==> src/rtl/mem_pkg.sv <==
// rtl/mem_pkg.sv - shared encodings for the memory bus arbiter
// Purpose: FSM state encoding, bus-mux select codes and grant bit indices
//          used by the arbiter top, its priority picker and the bus interface.
// Ports:   none (package).
package mem_pkg;

    typedef enum logic [1:0] {
        ST_IDLE = 2'b00,
        ST_BUSY = 2'b01,
        ST_TURN = 2'b10
    } fsm_t;

    localparam logic [1:0] SEL_NONE = 2'b00;
    localparam logic [1:0] SEL_WB   = 2'b01;
    localparam logic [1:0] SEL_D    = 2'b10;
    localparam logic [1:0] SEL_I    = 2'b11;

    // Bit positions inside the one-hot {icache, dcache, wb} grant vector.
    localparam int GNT_WB = 0;
    localparam int GNT_D  = 1;
    localparam int GNT_I  = 2;

    function automatic logic [1:0] grant_to_sel(input logic [2:0] grant);
        logic [1:0] sel;
        sel = SEL_NONE;
        if (grant[GNT_I])       sel = SEL_I;
        else if (grant[GNT_D])  sel = SEL_D;
        else if (grant[GNT_WB]) sel = SEL_WB;
        return sel;
    endfunction

endpackage

==> src/rtl/mem_bus_arbiter_if.sv <==
// rtl/mem_bus_arbiter_if.sv - request/grant/memory bundle of the memory bus arbiter
// Purpose: groups requester inputs and arbiter outputs into one bundle.
// Ports (signals):
//   wbreq, dreq, ireq      requests from write buffer, dcache, icache
//   drwb, irwb             cache direction, 1 = read
//   swc                    cache swap, 1 = icache is primary
//   memdone                external memory completion
//   grant[2:0]             one-hot {icache, dcache, wb}
//   state[1:0]             bus-mux select
//   memen, memrwb          memory enable, memory direction (0 = write)
//   donevec[2:0]           {idone, ddone, wbdone} completion pulses
//   timeout                one-cycle abort pulse
//   errcount[7:0]          saturating abort count
// Modports: slave = arbiter side, master = requester/memory side.
interface mem_bus_arbiter_if;

    logic       wbreq;
    logic       dreq;
    logic       ireq;
    logic       drwb;
    logic       irwb;
    logic       swc;
    logic       memdone;
    logic [2:0] grant;
    logic [1:0] state;
    logic       memen;
    logic       memrwb;
    logic [2:0] donevec;
    logic       timeout;
    logic [7:0] errcount;

    modport slave (
        input  wbreq, dreq, ireq, drwb, irwb, swc, memdone,
        output grant, state, memen, memrwb, donevec, timeout, errcount
    );

    modport master (
        output wbreq, dreq, ireq, drwb, irwb, swc, memdone,
        input  grant, state, memen, memrwb, donevec, timeout, errcount
    );

endinterface

==> src/rtl/mem_bus_prio.sv <==
// rtl/mem_bus_prio.sv - combinational priority and anti-starvation picker
// Purpose: selects one requester from the eligible set.
//   Order is wb > primary > secondary, primary being dcache when swc=0 and
//   icache when swc=1. A saturated write-buffer streak hands the bus to a
//   pending read instead of the write buffer.
// Ports:
//   i_wb_elig, i_d_elig, i_i_elig  eligible requests
//   i_swc                          cache swap
//   i_wbstreak                     consecutive wb grants with a read pending
//   o_grant[2:0]                   one-hot {icache, dcache, wb}, 000 if none
module mem_bus_prio #(
    parameter int STARVE_LIMIT = 4,
    parameter int STREAK_W     = 3
) (
    input  logic                i_wb_elig,
    input  logic                i_d_elig,
    input  logic                i_i_elig,
    input  logic                i_swc,
    input  logic [STREAK_W-1:0] i_wbstreak,
    output logic [2:0]          o_grant
);
    import mem_pkg::*;

    logic       w_read_elig;
    logic       w_starved;
    logic [2:0] w_read_pick;

    assign w_read_elig = i_d_elig | i_i_elig;
    assign w_starved   = w_read_elig && (i_wbstreak == STREAK_W'(STARVE_LIMIT));

    always_comb begin
        w_read_pick = 3'b000;
        if (!i_swc) begin
            if (i_d_elig)      w_read_pick[GNT_D] = 1'b1;
            else if (i_i_elig) w_read_pick[GNT_I] = 1'b1;
        end else begin
            if (i_i_elig)      w_read_pick[GNT_I] = 1'b1;
            else if (i_d_elig) w_read_pick[GNT_D] = 1'b1;
        end
    end

    always_comb begin
        o_grant = 3'b000;
        if (i_wb_elig && !w_starved) o_grant[GNT_WB] = 1'b1;
        else                         o_grant = w_read_pick;
    end

endmodule

==> src/rtl/mem_bus_arbiter.sv <==
// rtl/mem_bus_arbiter.sv - three-master memory bus arbiter with watchdog
// Purpose: grants the memory bus to the write buffer, dcache or icache,
//   holds the grant until memdone or a watchdog abort, then idles the bus
//   for TURNAROUND cycles before arbitrating again.
// Ports:
//   ph1    clock, rising edge
//   reset  asynchronous active-low reset
//   bus    mem_bus_arbiter_if.slave (requests, memdone, grant/state/memen/
//          memrwb/donevec/timeout/errcount)
module mem_bus_arbiter #(
    parameter int TIMEOUT_CYCLES = 255,
    parameter int STARVE_LIMIT   = 4,
    parameter int TURNAROUND     = 1
) (
    input  logic               ph1,
    input  logic               reset,
    mem_bus_arbiter_if.slave   bus
);
    import mem_pkg::*;

    localparam int WD_W     = (TIMEOUT_CYCLES > 2) ? $clog2(TIMEOUT_CYCLES) : 1;
    localparam int STREAK_W = (STARVE_LIMIT > 0) ? $clog2(STARVE_LIMIT + 1) : 1;

    fsm_t                r_fsm;
    fsm_t                w_fsm_nxt;
    logic [2:0]          r_grant;
    logic [1:0]          r_sel;
    logic                r_memen;
    logic                r_memrwb;
    logic                r_timeout;
    logic [7:0]          r_errcount;
    logic [STREAK_W-1:0] r_wbstreak;
    logic [WD_W-1:0]     r_wd;
    logic [1:0]          r_turn;

    logic                w_wb_elig;
    logic                w_d_elig;
    logic                w_i_elig;
    logic                w_read_elig;
    logic [2:0]          w_pick;
    logic                w_limit;
    logic                w_start;
    logic                w_done;
    logic                w_abort;

    // Cache writes never reach this arbiter; only cache reads compete.
    assign w_wb_elig   = bus.wbreq;
    assign w_d_elig    = bus.dreq & bus.drwb;
    assign w_i_elig    = bus.ireq & bus.irwb;
    assign w_read_elig = w_d_elig | w_i_elig;

    mem_bus_prio #(
        .STARVE_LIMIT (STARVE_LIMIT),
        .STREAK_W     (STREAK_W)
    ) u_prio (
        .i_wb_elig  (w_wb_elig),
        .i_d_elig   (w_d_elig),
        .i_i_elig   (w_i_elig),
        .i_swc      (bus.swc),
        .i_wbstreak (r_wbstreak),
        .o_grant    (w_pick)
    );

    // r_wd counts BUSY cycles already completed, so the limit is seen
    // during the TIMEOUT_CYCLES-th BUSY cycle.
    assign w_limit = (r_fsm == ST_BUSY) && (r_wd == WD_W'(TIMEOUT_CYCLES - 1));

    always_ff @(posedge ph1 or negedge reset) begin
        if (!reset) r_fsm <= ST_IDLE;
        else        r_fsm <= w_fsm_nxt;
    end

    always_comb begin
        w_fsm_nxt = r_fsm;
        w_start   = 1'b0;
        w_done    = 1'b0;
        w_abort   = 1'b0;
        case (r_fsm)
            ST_IDLE: begin
                if (w_wb_elig || w_read_elig) begin
                    w_fsm_nxt = ST_BUSY;
                    w_start   = 1'b1;
                end
            end
            ST_BUSY: begin
                // memdone on the limit cycle counts as a normal completion.
                if (bus.memdone) begin
                    w_fsm_nxt = ST_TURN;
                    w_done    = 1'b1;
                end else if (w_limit) begin
                    w_fsm_nxt = ST_TURN;
                    w_abort   = 1'b1;
                end
            end
            ST_TURN: begin
                if (r_turn == 2'(TURNAROUND - 1)) w_fsm_nxt = ST_IDLE;
            end
            default: w_fsm_nxt = ST_IDLE;
        endcase
    end

    always_ff @(posedge ph1 or negedge reset) begin
        if (!reset) begin
            r_grant    <= 3'b000;
            r_sel      <= SEL_NONE;
            r_memen    <= 1'b0;
            r_memrwb   <= 1'b1;
            r_timeout  <= 1'b0;
            r_errcount <= 8'd0;
            r_wbstreak <= '0;
            r_wd       <= '0;
            r_turn     <= 2'd0;
        end else begin
            r_timeout <= w_abort;
            if (w_start) begin
                r_grant  <= w_pick;
                r_sel    <= grant_to_sel(w_pick);
                r_memen  <= 1'b1;
                r_memrwb <= ~w_pick[GNT_WB];
                r_wd     <= '0;
                // Streak only grows while a read is actually being held off.
                if (w_pick[GNT_WB] && w_read_elig) begin
                    if (r_wbstreak != STREAK_W'(STARVE_LIMIT))
                        r_wbstreak <= r_wbstreak + 1'b1;
                end else if (w_pick[GNT_D] || w_pick[GNT_I]) begin
                    r_wbstreak <= '0;
                end
            end else if (r_fsm == ST_BUSY) begin
                if (w_done || w_abort) begin
                    r_grant  <= 3'b000;
                    r_sel    <= SEL_NONE;
                    r_memen  <= 1'b0;
                    r_memrwb <= 1'b1;
                    r_turn   <= 2'd0;
                end else begin
                    r_wd <= r_wd + 1'b1;
                end
                if (w_abort && (r_errcount != 8'hFF))
                    r_errcount <= r_errcount + 8'd1;
            end else if (r_fsm == ST_TURN) begin
                r_turn <= r_turn + 2'd1;
            end
        end
    end

    assign bus.grant    = r_grant;
    assign bus.state    = r_sel;
    assign bus.memen    = r_memen;
    assign bus.memrwb   = r_memrwb;
    assign bus.timeout  = r_timeout;
    assign bus.errcount = r_errcount;
    // The granted requester sees its done pulse on completion or abort.
    assign bus.donevec  = ((r_fsm == ST_BUSY) && (bus.memdone || w_limit)) ? r_grant : 3'b000;

endmodule

==> src/flat_wrapper.sv <==
// flat-port wrapper written by rule: the top's interface ports become plain ports
module mem_bus_arbiter_flat import mem_pkg::*;
#(
    parameter int TIMEOUT_CYCLES = 255,
    parameter int STARVE_LIMIT   = 4,
    parameter int TURNAROUND     = 1
)
  (ph1, reset, bus_wbreq, bus_dreq, bus_ireq, bus_drwb, bus_irwb, bus_swc, bus_memdone, bus_grant, bus_state, bus_memen, bus_memrwb, bus_donevec, bus_timeout, bus_errcount);
  mem_bus_arbiter_if bus_i ();
  input  logic ph1;
  input  logic reset;
  input wire logic [$bits(bus_i.wbreq)-1:0] bus_wbreq;
  input wire logic [$bits(bus_i.dreq)-1:0] bus_dreq;
  input wire logic [$bits(bus_i.ireq)-1:0] bus_ireq;
  input wire logic [$bits(bus_i.drwb)-1:0] bus_drwb;
  input wire logic [$bits(bus_i.irwb)-1:0] bus_irwb;
  input wire logic [$bits(bus_i.swc)-1:0] bus_swc;
  input wire logic [$bits(bus_i.memdone)-1:0] bus_memdone;
  output wire logic [$bits(bus_i.grant)-1:0] bus_grant;
  output wire logic [$bits(bus_i.state)-1:0] bus_state;
  output wire logic [$bits(bus_i.memen)-1:0] bus_memen;
  output wire logic [$bits(bus_i.memrwb)-1:0] bus_memrwb;
  output wire logic [$bits(bus_i.donevec)-1:0] bus_donevec;
  output wire logic [$bits(bus_i.timeout)-1:0] bus_timeout;
  output wire logic [$bits(bus_i.errcount)-1:0] bus_errcount;
  assign bus_i.wbreq = bus_wbreq;
  assign bus_i.dreq = bus_dreq;
  assign bus_i.ireq = bus_ireq;
  assign bus_i.drwb = bus_drwb;
  assign bus_i.irwb = bus_irwb;
  assign bus_i.swc = bus_swc;
  assign bus_i.memdone = bus_memdone;
  assign bus_grant = bus_i.grant;
  assign bus_state = bus_i.state;
  assign bus_memen = bus_i.memen;
  assign bus_memrwb = bus_i.memrwb;
  assign bus_donevec = bus_i.donevec;
  assign bus_timeout = bus_i.timeout;
  assign bus_errcount = bus_i.errcount;
  mem_bus_arbiter #(.TIMEOUT_CYCLES(TIMEOUT_CYCLES), .STARVE_LIMIT(STARVE_LIMIT), .TURNAROUND(TURNAROUND)) u_core (.ph1(ph1), .reset(reset), .bus(bus_i));
endmodule
==> config.mk <==
export PLATFORM = sky130hd
export DESIGN_NAME = mem_bus_arbiter_flat
export DESIGN_NICKNAME = d
export VERILOG_FILES = /design/src/rtl/mem_pkg.sv /design/src/rtl/mem_bus_arbiter_if.sv /design/src/rtl/mem_bus_prio.sv /design/src/rtl/mem_bus_arbiter.sv /design/src/flat_wrapper.sv
export SDC_FILE = /design/constraint.sdc
export NUM_CORES = 1
export LEC_CHECK = 0
export ABC_CLOCK_PERIOD_IN_PS = 4500
export BUFFER_PORTS_ARGS = -buffer_cell sky130_fd_sc_hd__buf_2
export CAP_MARGIN = 20
export CORE_UTILIZATION = 45
export CTS_CLUSTER_SIZE = 40
export DETAILED_ROUTE_END_ITERATION = 8
export GPL_TIMING_DRIVEN = 0
export PLACE_DENSITY = 0.76
export SLEW_MARGIN = 20
export SYNTH_ARGS = -nofsm -noshare
export SYNTH_HDL_FRONTEND = slang
export SYNTH_SLANG_ARGS = --single-unit
==> constraint.sdc <==
create_clock -name ph1 -period 4.5 [get_ports ph1]
set_input_delay 0.225 -clock ph1 [delete_from_list [all_inputs] [get_ports ph1]]
set_output_delay 0.225 -clock ph1 [all_outputs]
set_load 0.02 [all_outputs]
==> key figures <==
Clock tree
  • Post-CTS Setup Inserts: 0
  • Clock slew at reported path FFs: around 100 ps
  • H-Tree Level Count: 2
  • Total CTS buffers: 5
  • Clock Sinks: 31
  • Later-pin clock latency in the skew report: 330 ps
  • CTS Buffer Depth: 2
  • Clock root buffer: clkbuf_4
  • CTS tree: done

Logic synthesis
  • Unique cell type count in the Yosys netlist: 43
  • Synth cell count leaders: dfrtp_1, inv_1, nand3_1
  • Synth top area share: 46.1%
  • Cell count after synthesis: ~160
  • Synth Cell Area: 0.00163 mm²
  • Post-synthesis sequential area ratio: 47.7%
  • Main synth FF type: dfrtp_1
  • Syn avg cell area: 10.4 µm²
  • Mapped Nets: 175
  • Register bit total from synthesis: 31
  • Cell with the most instances after synthesis: dfrtp_1
  • Largest cells by area after synthesis: dfrtp_1, ha_1, xnor2_1, nand3_1, inv_1
  • Ys async rst share: 100%
  • Area leader, netlist: dfrtp_1
  • Yosys warns: 0
  • EDFF count, synth: 0

Setup path
  • Startpoint Class: flip-flop
  • Worst R2R Start: u_core.r_fsm[0]
  • Critical path's top delay family: simple AND/OR/NAND/NOR gates
  • Reg-to-reg endpoint: u_core.bus.grant[2]
  • Critical path's largest stage delay: around 400 ps
  • Bufs and invs on worst path: 2
  • Req. time, crit path: 4280 ps
  • R2R setup slack: 2540 ps
  • Max FO, Critical Path: 4
  • Slowest CP cell: dfrtp_1
  • CP Cell Sequence: inv_1 -> ha_1 -> and3_1 -> a21oi_1 -> nor2_1 -> and2_1 -> buf_2
  • Worst Setup Path Type: flip-flop to primary output
  • Arr. time, crit path: 1940 ps
  • Worst Reg2Reg Path Length in Cells: 6
  • CP Capture Type: primary output

Timing
  • Fin crit share: 48.0%
  • Final WS setup: 2340 ps
  • Worst-Margin Slew: 686 ps
  • Final setup violation count: 0
  • Setup TNS: 0 ps
  • Fin. max-slew vios: 0
  • Min Tclk post-route: 2160 ps
  • Max frequency: around 460 MHz
  • Hold Fails Final Rpt: 0
  • Clock skew: 9.26 ps
  • Slew HR: 54.3%
  • Worst hold slack: 318 ps
  • RSZ-0062 raised after global routing: no

Outcome
  • Status: completed

Global routing
  • Gr ovfl total: 0
  • First-pass GRT wire length: 5840 µm
  • Largest net degree at the start of global routing: 32
  • Initial antenna violation count: 0
  • Tot GR Track Use: 19.0%
  • Vias in the first global route: 1357

Placed design
  • Post-DP Area: 0.00182 mm²
  • Setup WS pre-CTS: 2580 ps
  • Final Wtd Congestion: 0.826
  • Detailed Place HPWL: 2400 µm
  • I/O Buffers: 27

Floorplanning
  • Chip Width: 62.2 µm
  • Die area: 0.00386 mm²
  • Ports: 28
  • Die H: a little over 60 µm
  • Initial Util: between 40% and 50%
  • # rows: 21
  • Core Footprint: 0.00339 mm²

Power and ir drop
  • Leak: 0.970 nW
  • Seq pwr share: between 40% and 50%
  • Comb pwr share: 38.8%
  • Total internal power: roughly 0.58 mW
  • Switching share of total power: 39.3%
  • Peak supply drop: 354 µV
  • Clock share of power: between 15 and 20%
  • Switching pwr: 0.374 mW
  • Pwr/cell area: 500 mW/mm²

Drt
  • Routed Antenna Nets: 0
  • Routed WL per cell: 14.1 µm
  • Drt drc: 0
  • Via/cell ratio: 5.55
  • DR vias: 1320
  • Initial drt markers: 33
  • Drt total wl: 3350 µm
  • First drt pass iteration count: 4

Run
  • Max capacitance violation total: 0

Layout
  • Fin area: 0.00190 mm²
  • Nets@finish: 210
  • Filler instances: 290
  • Ant diodes: 0
  • Area Growth Syn to Fin: 16.9%
  • Layout cells sized above 1: 22.9%

Min path
  • End of the worst hold path: u_core.bus.memen
  • HP Class: input pin to flip-flop
  • WHS Path Cells: 4
  • Hold_sp: bus_memdone
logic make-up (layout without fill, tap and decap cells):
logic type               count (synthesis)  count (layout)  share of synthesized area, %
multiplexers                             3               3                          2.23
AND/OR/NAND/NOR                         52              52                          17.8
flip-flops                              31              31                          47.7
XOR/XNOR                                12              12                          6.45
adder cells (fa/ha/maj)                 10              10                          7.68
buffers and inverters                   16              52                          3.76
AO/OA/AOI/OAI                           32              32                          14.4
state kept, by name, indices dropped and copies added, names as in the netlist:
name and flops:
u_core.bus.errcount 8, u_core.bus.timeout 1, u_core.r_fsm 2, u_core.r_wd 8
u_core.bus.grant 3, u_core.bus.state 2, u_core.bus.memrwb 1, u_core.r_turn 2
u_core.r_wbstreak 3, u_core.bus.memen 1
timing repair:
item                                   in CTS  in global routing
endpoints found under the hold margin      30                  0
hold buffers                                1                  0
gates resized for setup                     0                  0
worst reg2reg max path: stages, from the launching register on:
cell and delay, ps:
dfrtp_1 430, inv_1 120, ha_1 150, clkbuf_1 360, nand2_1 310, o21a_1 240
a22o_1 250
cells in the final DEF (no fill, tap or decap), types with 3 or more instances in the layout:
master and instances:
buf_2 28, nand3_1 11, a22o_1 3, clkbuf_4 5
a31oi_1 4, xnor2_1 9, and2_1 5, nor2_1 7
xor2_1 3, dfrtp_1 30, inv_1 13, a21oi_1 6
and3_1 7, o21ai_0 6, nand2_1 9, ha_1 10
power by group through the flow:
stage	registers [mW]	clock network [mW]	logic, mW
floorplan	0.422	0	0.239
global placement	0.392	0	0.351
detailed placement	0.398	0	0.368
CTS	0.394	0.192	0.372
global route	0.401	0.206	0.421
finish	0.395	0.188	0.369
layer usage:
layer | track usage (%) | part of all wire (%) | up-vias
li1 | - | - | 620
met5 | 0 | 0 | -
met3 | 4.60 | 5.1 | 8
met1 | 19.8 | 40 | 647
met4 | 5.52 | 1.3 | 0
met2 | 37.1 | 54 | 45
area by class of cell:
| class | instances | area [µm²] | share of cell area [%] |
|---|---|---|---|
| multi-input combinational | 109 | 791 | 41.5 |
| clock buffer | 7 | 65.1 | 3.42 |
| inverter | 13 | 48.8 | 2.56 |
| sequential | 31 | 777 | 40.8 |
| tap | 46 | 57.6 | 3.02 |
| buffer | 3 | 12.5 | 0.657 |
| timing repair buffer | 28 | 145 | 7.62 |
| clock inverter | 1 | 7.51 | 0.394 |
worst max path at each step:
stage	startpoint	endpoint	slack, ps	depth (start not counted)
2_1_floorplan	u_core.bus.errcount[0]	u_core.bus.errcount[1]	2790	5
3_3_place_gp	u_core.r_fsm[0]	u_core.bus.grant[2]	2630	6
3_5_place_dp	u_core.r_fsm[0]	u_core.bus.grant[2]	2580	6
4_1_cts	u_core.r_wd[0]	bus_donevec[0]	2350	7
5_1_grt	u_core.r_wd[0]	bus_donevec[0]	2170	7
6_report	u_core.r_wd[0]	bus_donevec[0]	2340	7
metrics by stage:
step / utilization (%) / power [mW] / cells
after global routing: 56.2 / 1.03 / 238
after detailed placement: 53.7 / 0.767 / 229
final: 56.2 / 0.953 / 238
after global placement: 53.7 / 0.743 / 229
after CTS: 56.2 / 0.958 / 238
after floorplan: - / 0.661 / 156
Note: power is estimated with default switching activity, not from simulation.
